===== config.mk =====
export PLATFORM = sky130hd
export DESIGN_NAME = ro_race_counter_flat
export DESIGN_NICKNAME = d
export VERILOG_FILES = /design/src/rtl/ro_race_counter_if.sv /design/src/rtl/ro_race_counter.sv /design/src/flat_wrapper.sv
export SDC_FILE = /design/constraint.sdc
export NUM_CORES = 1
export LEC_CHECK = 0
export BUFFER_PORTS_ARGS = -buffer_cell sky130_fd_sc_hd__buf_2
export CAP_MARGIN = 20
export CORE_MARGIN = 2
export CORE_UTILIZATION = 40
export CTS_BUF_LIST = sky130_fd_sc_hd__clkbuf_8
export DETAILED_ROUTE_END_ITERATION = 7
export PLACE_DENSITY = 0.6
export SLEW_MARGIN = 30
export SYNTH_ARGS = -nofsm -noshare
export SYNTH_HDL_FRONTEND = slang
export SYNTH_SLANG_ARGS = --single-unit
export TNS_END_PERCENT = 100

===== constraint.sdc =====
create_clock -name clk -period 2.36 [get_ports clk]
set_input_delay 0.236 -clock clk [delete_from_list [all_inputs] [get_ports clk]]
set_output_delay 0.236 -clock clk [all_outputs]
set_load 0.02 [all_outputs]

===== src/rtl/ro_race_counter_if.sv =====
// Handshake and result bundle for the ring-oscillator race counter.
interface ro_race_counter_if #(
    parameter int WIDTH = 22
);
    logic             start;
    logic             ack;
    logic             en_a;
    logic             en_b;
    logic [WIDTH-1:0] count_a;
    logic [WIDTH-1:0] count_b;
    logic             busy;
    logic             done;
    logic             response;
    logic             tie;
    logic             timeout;

    modport master (
        output start, ack, en_a, en_b,
        input  count_a, count_b, busy, done, response, tie, timeout
    );

    modport slave (
        input  start, ack, en_a, en_b,
        output count_a, count_b, busy, done, response, tie, timeout
    );
endinterface


===== src/rtl/ro_race_counter.sv =====
// Races two oscillator edge counters; the first to set TERM_BIT decides the PUF response bit.
module ro_race_counter #(
    parameter int          WIDTH     = 22,
    parameter int          TERM_BIT  = WIDTH - 1,
    parameter int          TMO_W     = 26,
    parameter int unsigned TMO_LIMIT = 2**TMO_W - 1
) (
    input  logic              clk,
    input  logic              reset,
    ro_race_counter_if.slave  bus
);
    typedef enum logic [1:0] {IDLE, COUNT, DONE} state_t;

    state_t           r_state;
    logic [WIDTH-1:0] r_count_a;
    logic [WIDTH-1:0] r_count_b;
    logic [TMO_W-1:0] r_tmo;
    logic             r_busy;
    logic             r_done;
    logic             r_response;
    logic             r_tie;
    logic             r_timeout;

    // Terminal detection looks only at registered counts, so a terminal freezes the counters.
    logic w_term_a;
    logic w_term_b;
    logic w_tmo_hit;
    assign w_term_a  = r_count_a[TERM_BIT];
    assign w_term_b  = r_count_b[TERM_BIT];
    assign w_tmo_hit = (r_tmo == TMO_W'(TMO_LIMIT));

    always_ff @(posedge clk or negedge reset) begin
        if (!reset) begin
            r_state    <= IDLE;
            r_count_a  <= '0;
            r_count_b  <= '0;
            r_tmo      <= '0;
            r_busy     <= 1'b0;
            r_done     <= 1'b0;
            r_response <= 1'b0;
            r_tie      <= 1'b0;
            r_timeout  <= 1'b0;
        end else begin
            case (r_state)
                IDLE, DONE: begin
                    if (bus.start) begin
                        r_state    <= COUNT;
                        r_count_a  <= '0;
                        r_count_b  <= '0;
                        r_tmo      <= '0;
                        r_busy     <= 1'b1;
                        r_done     <= 1'b0;
                        r_response <= 1'b0;
                        r_tie      <= 1'b0;
                        r_timeout  <= 1'b0;
                    end else if (r_state == DONE && bus.ack) begin
                        r_state <= IDLE;
                        r_done  <= 1'b0;
                    end
                end
                COUNT: begin
                    if (w_term_a || w_term_b) begin
                        r_state    <= DONE;
                        r_busy     <= 1'b0;
                        r_done     <= 1'b1;
                        r_response <= w_term_a && !w_term_b;
                        r_tie      <= w_term_a && w_term_b;
                        r_timeout  <= 1'b0;
                    end else if (w_tmo_hit) begin
                        r_state    <= DONE;
                        r_busy     <= 1'b0;
                        r_done     <= 1'b1;
                        r_response <= 1'b0;
                        r_tie      <= 1'b0;
                        r_timeout  <= 1'b1;
                    end else begin
                        r_count_a <= r_count_a + {{(WIDTH-1){1'b0}}, bus.en_a};
                        r_count_b <= r_count_b + {{(WIDTH-1){1'b0}}, bus.en_b};
                        r_tmo     <= r_tmo + 1'b1;
                    end
                end
                default: begin
                    r_state <= IDLE;
                    r_busy  <= 1'b0;
                    r_done  <= 1'b0;
                end
            endcase
        end
    end

    assign bus.count_a  = r_count_a;
    assign bus.count_b  = r_count_b;
    assign bus.busy     = r_busy;
    assign bus.done     = r_done;
    assign bus.response = r_response;
    assign bus.tie      = r_tie;
    assign bus.timeout  = r_timeout;
endmodule


===== src/flat_wrapper.sv =====
// flat-port wrapper written by rule: the top's interface ports become plain ports
module ro_race_counter_flat 
#(
    parameter int          WIDTH     = 22,
    parameter int          TERM_BIT  = WIDTH - 1,
    parameter int          TMO_W     = 26,
    parameter int unsigned TMO_LIMIT = 2**TMO_W - 1
)
  (clk, reset, bus_start, bus_ack, bus_en_a, bus_en_b, bus_count_a, bus_count_b, bus_busy, bus_done, bus_response, bus_tie, bus_timeout);
  ro_race_counter_if #(.WIDTH(WIDTH)) bus_i ();
  input  logic clk;
  input  logic reset;
  input wire logic [$bits(bus_i.start)-1:0] bus_start;
  input wire logic [$bits(bus_i.ack)-1:0] bus_ack;
  input wire logic [$bits(bus_i.en_a)-1:0] bus_en_a;
  input wire logic [$bits(bus_i.en_b)-1:0] bus_en_b;
  output wire logic [$bits(bus_i.count_a)-1:0] bus_count_a;
  output wire logic [$bits(bus_i.count_b)-1:0] bus_count_b;
  output wire logic [$bits(bus_i.busy)-1:0] bus_busy;
  output wire logic [$bits(bus_i.done)-1:0] bus_done;
  output wire logic [$bits(bus_i.response)-1:0] bus_response;
  output wire logic [$bits(bus_i.tie)-1:0] bus_tie;
  output wire logic [$bits(bus_i.timeout)-1:0] bus_timeout;
  assign bus_i.start = bus_start;
  assign bus_i.ack = bus_ack;
  assign bus_i.en_a = bus_en_a;
  assign bus_i.en_b = bus_en_b;
  assign bus_count_a = bus_i.count_a;
  assign bus_count_b = bus_i.count_b;
  assign bus_busy = bus_i.busy;
  assign bus_done = bus_i.done;
  assign bus_response = bus_i.response;
  assign bus_tie = bus_i.tie;
  assign bus_timeout = bus_i.timeout;
  ro_race_counter #(.WIDTH(WIDTH), .TERM_BIT(TERM_BIT), .TMO_W(TMO_W), .TMO_LIMIT(TMO_LIMIT)) u_core (.clk(clk), .reset(reset), .bus(bus_i));
endmodule

==> metrics.cfg, run 1 <==
[status]
status = complete, no violations

[clocking]
cts_resized = 0
clock_latency_ns = 0.36
cts_buffer_depth = 2
h-tree-depth = 3
clock_sinks = 76
cts_tree = yes
clockRootBuffer = clkbuf_8
cts_buffers = 9
clk_pin_slew_worst_paths_ns = 0.08
cts_setup_buffers = 0

[yosys]
synth_area_sq_um = 4290
synthDistinctLibCells = 49
synth-edff-count = 0
async_flop_share = 1.00
postSynthCellCount = 475
synth.largest_area_cell = dfrtp_1
synth_top_area_share = 0.443
synth_ff_type = dfrtp_1
seq_area_frac_synth = 0.443
synthesis.area_per_instance_sq_um = 9.03
synth_common_cells = 76 x dfrtp_1, 58 x o31ai_1, 49 x o21ai_0
synth_area_leaders = dfrtp_1 44%, o31ai_1 10%, o21ai_0 5.7%
synth.most_common_cell = dfrtp_1
synth-seq-cells = 76
synth_fp_nets = 486
yosys_warnings = 0

[sta]
max_slew_margin = 0.602
final.setup.tns_ns = 0
tightest_slew_ns = 0.595
max_freq_mhz = 461
skew_ns = 0.0132
setup_ws_ns = 0.193
final-setup-viol-count = 0
grt_setup_unrepaired = false
drv_slew = 0
fin_crit_ns = 2.17
period_share = 0.918
hold_viol = 0

[min_path]
hp-class = input port to flip-flop
min-delay-start = bus_ack
hold_depth = 4
min_to = u_core.r_state[1]$_DFFE_PN0P_

[grt]
grt_pass1_wl_mm = 19.4
overflow = 0
grt_pass1_vias = 3745
antenna_found_initial = 0
track_usage = 0.209
grt_max_degree = 51

[routing]
route.detailed.drc = 0
first_iter_violations = 277
drt-total-wl_mm = 11.5
ant_nets = 0
drt_pass1_iterations = 5
vias = 4031
vias_per_cell = 5.99
wl_per_cell_um = 17.1

[layout]
n_antenna_cell = 0
finish.utilization = 0.482
seqCellArea_sq_um = 1900
syn_to_final_growth_pct = 16.5
layoutNonFillerInstCount = 673
n_fill_cell = 1063
drive_gt1_frac = 0.201
multi_input_area_sq_um = 2160
layout.nets = 543

[power]
p_clk_frac = 0.213
power_frac_seq = 0.350
power.internal_mw = 2.52
combPwrFrac = 0.438
p_switching_mw = 1.94
cellPowerDensity_nw_per_um2 = 893
swShare = 0.435
power.leakage_nw = 2.23
peakVddDrop_mv = 0.393

[place]
dp_hpwl_mm = 7.54
place_inst = 656
pre_cts_ws_ns = 0.211
port_buffers = 54
gp_congestion = 0.814

[floorplan]
start_util = 0.414
pin_count = 55
die-area_sq_um = 11600
die_h_um = 108
fp-row-count = 37
dieWidth_um = 108
core_sq_um = 10400

[setup_path]
arrival_ns = 2.44
path_class = flip-flop to flip-flop
critPathMostFrequentCell = ha_1
path_max_fanout = 5
cp-start-kind = flip-flop
crit_required_ns = 2.64
path_cells = ha_1, ha_1, nand4_1, nor3_1, nand3_1, o21ai_0, a21boi_0
r2r_cells = 7
rr_endpoint = u_core.bus.count_a[18]$_DFFE_PN0P_
r2r_setup_slack_ns = 0.19
cpPeakStageDelay_ns = 0.44
critical_path.slowest_cell = nor3_1
end_kind = flip-flop
regToRegStartpoint = u_core.bus.count_a[0]$_DFFE_PN0P_

[flow_run]
cap_violations = 0

[layer usage]
| metal | GRT usage | share of wire | vias to the layer above |
|---|---|---|---|
| li1 | - | - | 1954 |
| met1 | 0.288 | 0.47 | 1983 |
| met2 | 0.341 | 0.48 | 84 |
| met3 | 0.0345 | 0.041 | 10 |
| met4 | 0.0559 | 0.011 | 0 |
| met5 | 0 | 0 | - |
[worst max-delay path by stage]
stage / cells after the start / endpoint / from
after global routing: 7 / u_core.bus.count_a[18]$_DFFE_PN0P_ / u_core.bus.count_a[0]$_DFFE_PN0P_
final: 7 / u_core.bus.count_a[18]$_DFFE_PN0P_ / u_core.bus.count_a[0]$_DFFE_PN0P_
after detailed placement: 7 / u_core.r_tmo[9]$_DFFE_PN0P_ / u_core.r_tmo[0]$_DFFE_PN0P_
after global placement: 7 / u_core.r_tmo[22]$_DFFE_PN0P_ / u_core.r_tmo[0]$_DFFE_PN0P_
after CTS: 7 / u_core.bus.count_a[18]$_DFFE_PN0P_ / u_core.bus.count_a[0]$_DFFE_PN0P_
after floorplan: 7 / u_core.bus.count_b[20]$_DFFE_PN0P_ / u_core.bus.count_b[0]$_DFFE_PN0P_
[cells in the final DEF (no fill, tap or decap), types with 3 or more instances in the layout]
| master | instances |
|---|---|
| o31ai_1 | 58 |
| and3_1 | 4 |
| nor2b_1 | 3 |
| nand4_1 | 21 |
| a31oi_1 | 27 |
| nand2_1 | 40 |
| nand3_1 | 35 |
| buf_12 | 3 |
| a21o_1 | 3 |
| clkbuf_8 | 11 |
| o21ai_0 | 49 |
| a21oi_1 | 15 |
| or3_1 | 3 |
| ha_1 | 5 |
| buf_4 | 24 |
| dfrtp_1 | 76 |
| a22oi_1 | 3 |
| inv_1 | 8 |
| and2_1 | 4 |
| a41oi_1 | 6 |
| and4_1 | 7 |
| buf_2 | 53 |
| nor3_1 | 10 |
| o22ai_1 | 4 |
| nor2_1 | 26 |
[metrics by stage]
stage	hold slack, ns	total power, mW	area (sq um)
2_1_floorplan	-0.0596	2.88	4290
3_3_place_gp	0.266	3.44	4780
3_5_place_dp	0.279	3.54	4800
4_1_cts	0.163	4.51	5000
5_1_grt	0.170	4.77	5000
6_report	0.176	4.46	5000
[critical path, delay by kind of cell, from the launching register on]
kind	cells	cell delay [ns]
simple gates	3	0.81
fa+ha+maj	2	0.49
flops	1	0.39
compound gates	2	0.39
[kinds of logic (layout without fill, tap and decap cells)]
| kind of cell | Yosys count | count (layout) | share of synthesized area |
|---|---|---|---|
| AO/OA/AOI/OAI | 183 | 183 | 0.282 |
| flip-flops | 76 | 76 | 0.443 |
| adder cells (fa/ha/maj) | 5 | 5 | 0.0146 |
| buffers and inverters | 45 | 107 | 0.0548 |
| AND/OR/NAND/NOR | 165 | 165 | 0.203 |
| multiplexers | 1 | 1 | 0.00233 |
[flip-flops by register name (all words and copies together) (netlist names)]
name / count
u_core.bus.tie: 1
u_core.r_tmo: 26
u_core.bus.count_a: 22
u_core.bus.timeout: 1
u_core.bus.response: 1
u_core.r_state: 2
u_core.bus.busy: 1
u_core.bus.count_b: 22
[area by class of cell]
| cell class | instances | area share |
|---|---|---|
| clock inverter | 5 | 0.00701 |
| multi-input combinational | 354 | 0.433 |
| clock buffer | 11 | 0.0303 |
| timing repair buffer | 82 | 0.109 |
| tap | 136 | 0.0340 |
| sequential | 76 | 0.380 |
| inverter | 9 | 0.00676 |
[power by group through the flow]
stage / Combinational (mW) / Clock (mW) / Sequential, mW
after floorplan: 1.22 / 0 / 1.66
after global placement: 1.86 / 0 / 1.58
after detailed placement: 1.96 / 0 / 1.58
after CTS: 1.97 / 0.987 / 1.56
after global routing: 2.15 / 1.04 / 1.58
final: 1.95 / 0.949 / 1.56
[repair_timing]
action	4_1_cts	5_1_grt
hold endpoints to repair	40	0
endpoints found under the setup margin	0	0
hold buffers	1	0
No activity file was read; power rests on OpenSTA's default activity.
==> inputs of run 2 (changes only) <==
Settings changed: CELL_PAD_IN_SITES_DETAIL_PLACEMENT set to 1, CELL_PAD_IN_SITES_GLOBAL_PLACEMENT set to 1, PLACE_DENSITY 0.6 to 0.74.
==> run 2 against run 1 <==
Utilization rose by 0.57 points. Fmax decreased by 3.9%. Wire length increased by 20%. Critical path type unchanged. Critical endpoint is now u_core.r_tmo[22]$_DFFE_PN0P_. Largest power group unchanged. Highest routed layer unchanged.
==> metrics.cfg, run 2 (synthesis gave the netlist of run 1 again) <==
[setup_path]
arrival_ns = 2.49
end_kind = flip-flop
r2r_setup_slack_ns = 0.10
cp-start-kind = flip-flop
path_max_fanout = 23
path_class = flip-flop to flip-flop
crit_required_ns = 2.60

[grt]
use_met1 = 0.330
grt_pass1_wl_mm = 22.3
track_usage = 0.240
antenna_found_initial = 0
grt_pass1_vias = 4316
top_usage_layer = met2
use_met2 = 0.396
use_met3 = 0.0303
overflow = 0
grt_max_degree = 51

[layout]
drive_gt1_frac = 0.208
syn_to_final_growth_pct = 17.9
n_antenna_cell = 0
top_register = u_core.r_tmo
layout_commonest_cell = dfrtp_1
layout.nets = 544
final_cell_mix = 76 x dfrtp_1, 58 x o31ai_1, 53 x buf_2, 49 x o21ai_0, 40 x nand2_1
finish.utilization = 0.488
largest_reg_flops = 26

[flow_run]
cap_violations = 0

[routing]
wl_per_cell_um = 20.4
drt-total-wl_mm = 13.8
route.detailed.drc = 0
ant_nets = 0
vias_per_cell = 6.35
first_iter_violations = 356
drt_pass1_iterations = 5
vias = 4283

[clocking]
clock_latency_ns = 0.35
clock_sinks = 76
clk_pin_slew_worst_paths_ns = 0.08
cts_buffer_depth = 2
cts_setup_buffers = 0
cts_buffers = 9
clockRootBuffer = clkbuf_8
cts_tree = yes
h-tree-depth = 3

[floorplan]
die_h_um = 108
core_sq_um = 10400
start_util = 0.414
pin_count = 55
dieWidth_um = 108
die-area_sq_um = 11600
fp-row-count = 37

[sta]
hold_viol = 0
skew_ns = 0.00857
final-setup-viol-count = 0
drv_slew = 0
hold-worst-slack_ns = 0.188
max_slew_margin = 0.603
fin_crit_ns = 2.26
grt_setup_unrepaired = true
max_freq_mhz = 443
tightest_slew_ns = 0.595
period_share = 0.956

[power]
combPwrFrac = 0.444
peakVddDrop_mv = 0.571
fin_total_pwr_mw = 4.70
cellPowerDensity_nw_per_um2 = 929
swShare = 0.434
power.internal_mw = 2.66
power.leakage_nw = 2.25
p_switching_mw = 2.04
power_frac_seq = 0.334
p_clk_frac = 0.222

[place]
gp_congestion = 0.791
port_buffers = 54
dp_hpwl_mm = 8.84

[min_path]
hp-class = input port to flip-flop

[status]
status = complete, no violations

## run 2: changes by cell type in the layout (fill, tap and decap cells not counted), moves of 2 or more
cell / before / now
buf_4: 24 / 22
nor3_2: 1 / 3
buf_6: 0 / 2
nor3_1: 10 / 8
clkinv_2: 2 / 4
## run 2: power groups by stage
stage	Combinational [mW]	Clock, mW	Sequential (mW)
finish	2.09	1.04	1.57
global route	2.29	1.11	1.59
CTS	2.09	1.07	1.57
detailed placement	2.06	0	1.59
global placement	1.88	0	1.58
floorplan	1.22	0	1.66
## run 2: final cells by class
cell class	instances	area (sq um)
clock buffer	11	151
clock inverter	5	50.0
fill	1227	5310
inverter	9	33.8
multi-input combinational	354	2180
sequential	76	1900
tap	136	170
timing repair buffer	83	571
## run 2: worst paths after layout
| check | from | endpoint | depth (start not counted) |
|---|---|---|---|
| hold / removal | bus_ack | u_core.r_state[1]$_DFFE_PN0P_ | 4 |
| max in group asynchronous | reset | u_core.r_tmo[23]$_DFFE_PN0P_ | 3 |
| min in group asynchronous | reset | u_core.bus.count_a[18]$_DFFE_PN0P_ | 2 |
| setup reg to reg | u_core.r_tmo[0]$_DFFE_PN0P_ | u_core.r_tmo[22]$_DFFE_PN0P_ | 7 |
| hold reg to reg | u_core.bus.response$_DFFE_PN0P_ | u_core.bus.response$_DFFE_PN0P_ | 1 |
| setup / recovery | u_core.r_tmo[0]$_DFFE_PN0P_ | u_core.r_tmo[22]$_DFFE_PN0P_ | 7 |
## run 2: stage by stage
stage / std cells / setup WS, ns / TNS (ns) / area, sq um
2_1_floorplan: 475 / 0.251 / 0 / 4290
3_3_place_gp: 653 / 0.206 / 0 / 4760
3_5_place_dp: 655 / 0.130 / 0 / 4800
4_1_cts: 672 / 0.113 / 0 / 5010
5_1_grt: 674 / -0.0261 / -0.190 / 5060
6_report: 674 / 0.104 / 0 / 5060
## run 2: repair_timing
action                                  CTS  global route
hold endpoints to repair                 38             0
endpoints found under the setup margin    0            12
hold buffers                              1             0
resized for setup                         0             4
## run 2: critical path: stages (launching register included)
cell	delay (ns)
dfrtp_1	0.36
ha_1	0.20
nand3_1	0.18
or3_1	0.39
o31a_2	0.47
buf_12	0.21
a41oi_1	0.24
a31oi_1	0.06
## run 2: metal layers
metal	vias to the layer above	routed length (um)
li1	1955	-
met1	2197	6340
met2	118	6640
met3	13	594
met4	0	177
met5	-	0
==> inputs of run 3 (changes only) <==
Settings changed: ABC_AREA set to 1, PLACE_DENSITY 0.74 to 0.79.
==> run 3 against run 2 <==
Register-to-register slack better by 0.16 ns. Total power down 16%. Worst setup slack improved by 0.16 ns. Worst hold slack got worse by 0.034 ns. Cell count is 41% higher. Synthesized cell count grew 57%. Cell area up 7.8%. Clock-buffer cell count grew 1. First-iteration DRC count shrank 29%. Sequential cell count stayed put. Utilization decreased by 3.0 points. Critical endpoint is now u_core.r_tmo[8]$_DFFE_PN0P_.
==> metrics.cfg, run 3 <==
[sta]
final.setup.tns_ns = 0
fin_crit_ns = 2.10
final-setup-viol-count = 0
max_slew_margin = 0.706
skew_ns = 0.00865
drv_slew = 0
hold-worst-slack_ns = 0.154
max_freq_mhz = 477
hold_viol = 0
grt_setup_unrepaired = false
tightest_slew_ns = 0.441
period_share = 0.889

[grt]
grt_pass1_wl_mm = 24.7
overflow = 0
grt_max_degree = 52
grt_pass1_vias = 5200
track_usage = 0.235
antenna_found_initial = 0

[layout]
final_cell_mix = 253 x nand2_1, 127 x nor2_1, 95 x nand3_1, 76 x dfrtp_1
n_antenna_cell = 0
syn_to_final_growth_pct = 13.0
fin_area_sq_um = 5460
drive_gt1_frac = 0.113
seqCellArea_sq_um = 1900
n_fill_cell = 1641
layout_commonest_cell = nand2_1
layout.nets = 808
largest_reg_flops = 26
multi_input_area_sq_um = 2600
top_register = u_core.r_tmo

[floorplan]
dieWidth_um = 114
die-area_sq_um = 13000
pin_count = 55
fp-row-count = 40
start_util = 0.405
die_h_um = 114
core_sq_um = 11900

[setup_path]
r2r_setup_slack_ns = 0.26
cp-start-kind = flip-flop
path_max_fanout = 34
crit_family = buffers and inverters
regToRegStartpoint = u_core.r_state[1]$_DFFE_PN0P_
path_buf_inv = 4
end_kind = flip-flop
startpoint = u_core.r_state[1]$_DFFE_PN0P_
path_cells = inv_1, nand2_1, buf_4, clkinv_1, buf_4, o21ai_0, a21oi_1, nand2_1, o21ai_1
path_class = flip-flop to flip-flop
crit_required_ns = 2.65
critical_path.slowest_cell = dfrtp_1
cpPeakStageDelay_ns = 0.38
arrival_ns = 2.39

[yosys]
synth_ff_type = dfrtp_1
async_flop_share = 1.00
postSynthCellCount = 744
synth_fp_nets = 755
synthesis.area_per_instance_sq_um = 6.49
synth.most_common_cell = nand2_1
synth-edff-count = 0
synthDistinctLibCells = 31
synth-seq-cells = 76
synth_area_leaders = dfrtp_1 39%, nand2_1 20%, nor2_1 9.9%
synth_area_sq_um = 4830
yosys_warnings = 0
synth.largest_area_cell = dfrtp_1
synth_common_cells = 254 x nand2_1, 127 x nor2_1, 95 x nand3_1
seq_area_frac_synth = 0.394
synth_top_area_share = 0.394

[routing]
drt-total-wl_mm = 14.6
route.detailed.drc = 0
drt_pass1_iterations = 4
wl_per_cell_um = 15.3
vias_per_cell = 5.33
first_iter_violations = 251
ant_nets = 0
vias = 5056

[clocking]
clock_latency_ns = 0.37
clock_sinks = 76
clockRootBuffer = clkbuf_8
clk_pin_slew_worst_paths_ns = 0.08
cts_buffers = 9
h-tree-depth = 3
cts_tree = yes
cts_buffer_depth = 2

[flow_run]
cap_violations = 0

[power]
power.leakage_nw = 2.64
fin_total_pwr_mw = 3.94
peakVddDrop_mv = 0.292
cellPowerDensity_nw_per_um2 = 722

[min_path]
min-delay-start = bus_ack
hp-class = input port to flip-flop

[place]
port_buffers = 54
placed_cell_area_sq_um = 5260
dp_hpwl_mm = 10.3
gp_congestion = 0.792

[status]
status = complete, no violations

[run 3: changes by cell type after synthesis, moves of 6 or more]
cell,delta
nand2_1,+214
nor2_1,+100
nand3_1,+60
o31ai_1,-58
inv_1,+42
o21ai_0,-35
a31oi_1,-26
a21oi_1,+23
nand4_1,-20
o21ai_1,+18
clkbuf_1,-11
buf_2,+9
and4_1,-7
a41oi_1,-6
[run 3: path summary, 6_finish.rpt]
kind,endpoint,cells past startpoint
worst max-delay path,u_core.r_tmo[8]$_DFFE_PN0P_,9
worst min-delay path,u_core.r_state[1]$_DFFE_PN0P_,4
worst max register to register,u_core.r_tmo[8]$_DFFE_PN0P_,9
worst min register to register,u_core.bus.response$_DFFE_PN0P_,2
max in group asynchronous,u_core.r_tmo[21]$_DFFE_PN0P_,3
min in group asynchronous,u_core.bus.count_a[12]$_DFFE_PN0P_,2
[run 3: kinds of logic (layout without fill, tap and decap cells)]
group                    after synthesis  count (layout)  share of synthesized area
XOR/XNOR                               6               6                     0.0109
AND/OR/NAND/NOR                      500             500                      0.428
adder cells (fa/ha/maj)                5               5                     0.0130
AO/OA/AOI/OAI                         79              79                     0.0853
flip-flops                            76              76                      0.394
buffers and inverters                 78             136                     0.0687
[run 3: layout make-up]
cell class | instances | area share
Multi-Input combinational cell | 590 | 0.476
Sequential cell | 76 | 0.349
Timing Repair Buffer | 68 | 0.0727
Inverter | 52 | 0.0358
Tap cell | 147 | 0.0337
Clock buffer | 12 | 0.0303
Clock inverter | 4 | 0.00298
[run 3: through the flow]
step | worst slack, ns | util | std cells
3_5_place_dp | 0.202 | 0.442 | 932
4_1_cts | 0.169 | 0.458 | 949
3_3_place_gp | 0.292 | 0.442 | 932
2_1_floorplan | 0.629 | - | 744
5_1_grt | 0.0924 | 0.458 | 949
6_report | 0.261 | 0.458 | 949
[run 3: per-layer routing]
layer  wire length (um)  global-route usage  vias to the layer above
met5                  0                   0                        -
met1               6930               0.306                     2484
met3                338              0.0292                       18
met4                260              0.0976                        0
li1                   -                   -                     2484
met2               7030               0.399                       70
[run 3: where the power goes]
part           switching, mW  internal, mW
sequential            0.0554          1.37
clock                  0.512         0.456
combinational           1.17         0.374
total                   1.73          2.20
[run 3: worst register-to-register path, cell delays in order (launching register included)]
cell and delay [ns]:
dfrtp_1 0.38, inv_1 0.10, nand2_1 0.23, buf_4 0.30, clkinv_1 0.09, buf_4 0.35, o21ai_0 0.25, a21oi_1 0.17
nand2_1 0.07, o21ai_1 0.10
[run 3: timing repair]
action                                  in CTS  in global routing
endpoints found under the setup margin       0                  1
endpoints found under the hold margin       28                  0
gates resized for setup                      0                  1
setup buffers                                0                  0
hold buffers                                 1                  0
